--- src/rtl/lsu_pkg.sv ---
// ============================================================================
// lsu_pkg : shared types for the load/store unit (state, access width)
// Rev 1.0
// ============================================================================
`default_nettype none

package lsu_pkg;

    typedef logic [1:0] data_width_t;

    localparam data_width_t DW_BYTE = 2'b00;
    localparam data_width_t DW_HALF = 2'b01;
    localparam data_width_t DW_WORD = 2'b10;

    typedef enum logic [1:0] {
        ST_IDLE   = 2'd0,
        ST_ACCESS = 2'd1,
        ST_RETIRE = 2'd2
    } lsu_state_t;

endpackage

`default_nettype wire

--- src/rtl/lsu_align.sv ---
// ============================================================================
// lsu_align : alignment check, byte-enable/store steering, load extension
// Rev 1.0
// ============================================================================
`default_nettype none

module lsu_align
    import lsu_pkg::*;
(
    input  data_width_t req_dw,
    input  logic [1:0]  req_off,
    input  logic [31:0] req_wdata,
    output logic        req_ok,
    output logic [3:0]  req_be,
    output logic [31:0] req_wdata_steer,
    input  data_width_t rd_dw,
    input  logic        rd_uns,
    input  logic [1:0]  rd_off,
    input  logic [31:0] rd_word,
    output logic [31:0] rd_ext
);

    logic [7:0]  rd_byte;
    logic [15:0] rd_half;

    always_comb begin
        req_ok          = 1'b0;
        req_be          = 4'b0000;
        req_wdata_steer = req_wdata;
        case (req_dw)
            DW_BYTE: begin
                req_ok          = 1'b1;
                req_be          = 4'b0001 << req_off;
                req_wdata_steer = {4{req_wdata[7:0]}};
            end
            DW_HALF: begin
                req_ok          = ~req_off[0];
                req_be          = 4'b0011 << req_off;
                req_wdata_steer = {2{req_wdata[15:0]}};
            end
            DW_WORD: begin
                req_ok          = (req_off == 2'b00);
                req_be          = 4'b1111;
            end
            default: begin
                req_ok          = 1'b0;
                req_be          = 4'b0000;
            end
        endcase
    end

    always_comb begin
        case (rd_off)
            2'd0:    rd_byte = rd_word[7:0];
            2'd1:    rd_byte = rd_word[15:8];
            2'd2:    rd_byte = rd_word[23:16];
            default: rd_byte = rd_word[31:24];
        endcase
        rd_half = rd_off[1] ? rd_word[31:16] : rd_word[15:0];

        case (rd_dw)
            DW_BYTE: rd_ext = {{24{rd_byte[7] & ~rd_uns}}, rd_byte};
            DW_HALF: rd_ext = {{16{rd_half[15] & ~rd_uns}}, rd_half};
            default: rd_ext = rd_word;
        endcase
    end

endmodule

`default_nettype wire

--- src/rtl/lsu.sv ---
// ============================================================================
// lsu : single-outstanding load/store unit with timeout and fault reporting
// Rev 1.0
// ============================================================================
`default_nettype none

module lsu
    import lsu_pkg::*;
#(
    parameter int TIMEOUT_CYCLES = 255
) (
    input  logic        clk,
    input  logic        rst_n,
    input  logic        l,
    input  logic        s,
    input  data_width_t dw,
    input  logic        uns,
    input  logic [31:0] addr,
    input  logic [31:0] wdata,
    output logic        stall,
    output logic        done,
    output logic        err,
    output logic [31:0] load_data,
    output logic        mem_req,
    output logic        mem_we,
    output logic [31:0] mem_addr,
    output logic [3:0]  mem_be,
    output logic [31:0] mem_wdata,
    input  logic        mem_ready,
    input  logic [31:0] mem_rdata
);

    localparam int                CNT_W   = $clog2(TIMEOUT_CYCLES + 1);
    localparam logic [CNT_W-1:0]  CNT_MAX = CNT_W'(TIMEOUT_CYCLES);

    lsu_state_t        state_q, state_d;
    logic [31:0]       mem_addr_q, mem_addr_d;
    logic [3:0]        mem_be_q, mem_be_d;
    logic [31:0]       mem_wdata_q, mem_wdata_d;
    logic              mem_we_q, mem_we_d;
    data_width_t       dw_q, dw_d;
    logic              uns_q, uns_d;
    logic [1:0]        off_q, off_d;
    logic [31:0]       load_data_q, load_data_d;
    logic [CNT_W-1:0]  cnt_q, cnt_d;
    logic              err_q, err_d;

    logic              req_ok;
    logic [3:0]        req_be;
    logic [31:0]       req_wdata_steer;
    logic [31:0]       rd_ext;
    logic              go;
    logic              fault;
    logic [CNT_W-1:0]  cnt_inc;

    lsu_align u_align (
        .req_dw          (dw),
        .req_off         (addr[1:0]),
        .req_wdata       (wdata),
        .req_ok          (req_ok),
        .req_be          (req_be),
        .req_wdata_steer (req_wdata_steer),
        .rd_dw           (dw_q),
        .rd_uns          (uns_q),
        .rd_off          (off_q),
        .rd_word         (mem_rdata),
        .rd_ext          (rd_ext)
    );

    // Simultaneous load+store, an illegal width and misalignment all fault alike.
    assign go      = (l ^ s) & req_ok;
    assign fault   = (l | s) & ~go;
    assign cnt_inc = cnt_q + CNT_W'(1);

    always_comb begin
        state_d     = state_q;
        mem_addr_d  = mem_addr_q;
        mem_be_d    = mem_be_q;
        mem_wdata_d = mem_wdata_q;
        mem_we_d    = mem_we_q;
        dw_d        = dw_q;
        uns_d       = uns_q;
        off_d       = off_q;
        load_data_d = load_data_q;
        cnt_d       = cnt_q;
        err_d       = 1'b0;

        case (state_q)
            ST_IDLE: begin
                if (go) begin
                    state_d     = ST_ACCESS;
                    mem_addr_d  = {addr[31:2], 2'b00};
                    mem_be_d    = req_be;
                    mem_wdata_d = req_wdata_steer;
                    mem_we_d    = s;
                    dw_d        = dw;
                    uns_d       = uns;
                    off_d       = addr[1:0];
                    cnt_d       = '0;
                end else if (fault) begin
                    err_d       = 1'b1;
                end
            end
            ST_ACCESS: begin
                // A ready on the timeout edge still completes the access.
                if (mem_ready) begin
                    if (!mem_we_q) begin
                        load_data_d = rd_ext;
                    end
                    state_d = ST_RETIRE;
                end else begin
                    cnt_d = (cnt_q == CNT_MAX) ? cnt_q : cnt_inc;
                    if (cnt_inc == CNT_MAX) begin
                        state_d = ST_IDLE;
                        err_d   = 1'b1;
                    end
                end
            end
            ST_RETIRE: begin
                state_d = ST_IDLE;
            end
            default: begin
                state_d = ST_IDLE;
            end
        endcase
    end

    always_ff @(posedge clk or negedge rst_n) begin
        if (!rst_n) begin
            state_q     <= ST_IDLE;
            mem_addr_q  <= '0;
            mem_be_q    <= '0;
            mem_wdata_q <= '0;
            mem_we_q    <= 1'b0;
            dw_q        <= DW_BYTE;
            uns_q       <= 1'b0;
            off_q       <= 2'b00;
            load_data_q <= '0;
            cnt_q       <= '0;
            err_q       <= 1'b0;
        end else begin
            state_q     <= state_d;
            mem_addr_q  <= mem_addr_d;
            mem_be_q    <= mem_be_d;
            mem_wdata_q <= mem_wdata_d;
            mem_we_q    <= mem_we_d;
            dw_q        <= dw_d;
            uns_q       <= uns_d;
            off_q       <= off_d;
            load_data_q <= load_data_d;
            cnt_q       <= cnt_d;
            err_q       <= err_d;
        end
    end

    assign mem_req   = (state_q == ST_ACCESS);
    assign done      = (state_q == ST_RETIRE);
    assign err       = err_q;
    assign stall     = (state_q == ST_ACCESS) | ((state_q == ST_IDLE) & go);
    assign mem_we    = mem_we_q;
    assign mem_addr  = mem_addr_q;
    assign mem_be    = mem_be_q;
    assign mem_wdata = mem_wdata_q;
    assign load_data = load_data_q;

endmodule

`default_nettype wire

--- config.mk ---
export PLATFORM = sky130hd
export DESIGN_NAME = lsu
export DESIGN_NICKNAME = d
export VERILOG_FILES = /design/src/rtl/lsu_pkg.sv /design/src/rtl/lsu_align.sv /design/src/rtl/lsu.sv
export SDC_FILE = /design/constraint.sdc
export NUM_CORES = 1
export LEC_CHECK = 0
export BUFFER_PORTS_ARGS = -buffer_cell sky130_fd_sc_hd__buf_2
export CAP_MARGIN = 20
export CORE_ASPECT_RATIO = 0.8
export CORE_MARGIN = 2
export CORE_UTILIZATION = 43
export DETAILED_ROUTE_END_ITERATION = 8
export PLACE_DENSITY = 0.73
export REMOVE_ABC_BUFFERS = 1
export SLEW_MARGIN = 0
export SYNTH_ARGS = -nofsm -noshare
export SYNTH_HDL_FRONTEND = slang
export SYNTH_HIERARCHICAL = 1
export SYNTH_SLANG_ARGS = --single-unit
--- constraint.sdc ---
create_clock -name clk -period 3.03 [get_ports clk]
set_clock_uncertainty 0.1 [all_clocks]
set_input_delay 0.606 -clock clk [delete_from_list [all_inputs] [get_ports clk]]
set_output_delay 0.606 -clock clk [all_outputs]
set_load 0.05 [all_outputs]
==> run summary <==
Worst R2R Setup Slack: 0.77 ns
antenna violations before repair: 1
Die Ht: 107 um
final worst path period share: 80.5%
max cap viols: 0
Placed Cells incl. Taps: 973
Die Wd: 133 um
ys async rst share: 100%
TritonCTS clock tree: yes
final setup vio count: 0
fin nets: 924
root buffer cell: clkbuf_16
Setup CP Type: input pin to primary output
CTS clock-pin slew for the worst setup and hold paths: 0.06 ns
Reg2Reg Depth: 5
clk sinks: 115
met2 wire len: 6640 um
DP Wirelength: 10300 um
initial drt markers: 195
power per cell area: 1160 nW/um2
CP Max Fanout: 11
min Tclk post-route: 2.44 ns
routability congestion estimate from global placement: 0.805
standard-cell row count: 37
Slew headroom: 60.6%
final wirelength: 14700 um
Worst R2R Start: off_q[1]$_DFFE_PN0P_
Netlist Area Pre-Place: 5750 um2
DIE AREA: 14300 um2
H-tree depth: 4
Mapped Cells: 624
post-synthesis sequential area ratio: 50.1%
gr ovfl total: 0
design area: 7540 um2
maximum VDD drop: 0.000672 V
Clock Path Buffers: 2
most used flip-flop cell after synthesis: dfrtp_1
1st-pass router iterations: 4
area of the core: 13000 um2
DRT antenna net count: 0
Avg WL per Cell: 14.6 um
CP startpoint kind: input pin
Cell variety after synth: 51
layout cell share with drive strength beyond 1: 39.3%
overall routing resource usage: 21.4%
Fin. Hold Viols: 0
DRC: 0
status: completed
crit end category: primary output
routed via count: 4954
Peak Freq: 410 MHz
area grow syn2layout: 31.3%
Non-Filler Instances: 1007
highest routed layer: met4
top-level I/O count: 209
vias per cell: 4.92
crit path from: dw[0]
Placement Cell Area: 6920 um2
unrepaired setup endpoints after global routing: no
number of flops mapped to enable cells by yosys: 0
number of synthesized register bits: 115
final core occ: 58.2%
Initial Util: 44.3%
first-pass GRT wire length: 24300 um
actual slew at the worst max-slew pin: 0.590 ns
PortBufs: 206
post-CTS resize count: 0
met3 WL post-DR: 1360 um
CP required: 2.32 ns
Hold Path Class: input pin to asynchronous set/reset pin
Hold WS: 0.0858 ns
Leak: 4.02 nW
CTS Buf Count: 17
M1 wire length: 6470 um
largest net degree at the start of global routing: 72
Worst-Skew Late Latency: 0.40 ns
Post-CTS Setup Bufs: 0
Final Max Slew Viols: 0
worst reg2reg endpoint: load_data[21]$_DFFE_PN0P_
yosys warns: 6
vias in the first global route: 4920
Avg Cell Area, Syn: 9.21 um2
Worst EP arrival: 1.73 ns
Hold-fix buffers, CTS: 0
[final cells by class]
cell class	count	area, um2
timing repair buffer	219	1160
fill	1155	5420
inverter	8	30.0
antenna	2	5.00
clock buffer	17	425
clock inverter	15	195
tap	175	219
multi-input combinational	456	2640
sequential	115	2880
[layer usage]
| metal | track usage (%) | vias to the layer above |
|---|---|---|
| met3 | 8.15 | 17 |
| met5 | 0 | - |
| li1 | - | 2445 |
| met1 | 28.0 | 2280 |
| met2 | 33.1 | 212 |
| met4 | 6.84 | 0 |
[cells in the final DEF, fill, tap and decap left out, types with 6 or more instances in the layout]
master and count:
a21oi_1 10, dfrtp_1 115, a22oi_1 7, clkbuf_16 17, nand2_1 263, nand2_2 10
mux2_2 56, o21ai_0 24, nor2_1 11, mux2i_1 12, inv_6 6, a2bb2oi_1 6
inv_1 7, buf_4 12, buf_2 205
[metrics by stage]
step | total power, W | TNS, ns | setup WS [ns]
detailed placement | 0.00665 | 0 | 0.572
floorplan | 0.00557 | -275.03 | -4.58
finish | 0.00872 | 0 | 0.589
global placement | 0.00660 | 0 | 0.583
global route | 0.00920 | 0 | 0.477
CTS | 0.00879 | 0 | 0.575
[report_power, final]
part	total (W)	internal (W)	leakage, nW	switching, W
logic	0.00408	0.00106	2.28	0.00302
registers	0.00254	0.00214	1.44	0.000402
clock network	0.00210	0.00132	0.298	0.000779
total	0.00872	0.00452	4.02	0.00420
[synthesized netlist by cell type (7+ instances only)]
cell | instances | area, um2
a21oi_1 | 10 | 50.1
a22oi_1 | 7 | 52.6
buf_1 | 11 | 41.3
buf_2 | 8 | 40.0
buf_4 | 10 | 75.1
clkbuf_1 | 14 | 52.6
dfrtp_1 | 115 | 2880
inv_1 | 7 | 26.3
mux2_2 | 56 | 631
mux2i_1 | 12 | 120
nand2_1 | 263 | 987
nand2_2 | 10 | 62.6
nor2_1 | 11 | 41.3
o21ai_0 | 24 | 120
[logic make-up (layout without fill, tap and decap cells)]
group,count (synthesis),after routing,share of synthesized area [%]
flip-flops,115,115,50.1
XOR/XNOR,2,2,0.305
adder cells (fa/ha/maj),3,3,0.653
buffers and inverters,54,259,4.75
AND/OR/NAND/NOR,310,310,22.4
multiplexers,68,68,13.1
other,1,4,0.0653
AO/OA/AOI/OAI,71,71,8.69
[how the worst max path moves through the flow]
stage                            to  slack [ns]  cells past startpoint
3_5_place_dp                  stall        0.57                      6
4_1_cts                       stall        0.58                      6
5_1_grt                       stall        0.48                      6
6_report                      stall        0.59                      6
2_1_floorplan  cnt_q[6]$_DFFE_PN0P_       -4.58                      5
3_3_place_gp                  stall        0.58                      6
[state kept, by name (all words and copies together), names as in the netlist]
name and cells:
dw_q 2, load_data 32, mem_wdata 32, mem_be 4, err 1, uns_q 1
off_q 2, mem_addr 30, cnt_q 8, state_q 2, mem_we 1
[critical path, cell delays in order]
cell	delay [ns]
buf_2	0.14
o31ai_1	0.24
buf_4	0.18
nand4bb_4	0.19
nand2_1	0.11
buf_2	0.26
Note: power is estimated with default switching activity, not from simulation.
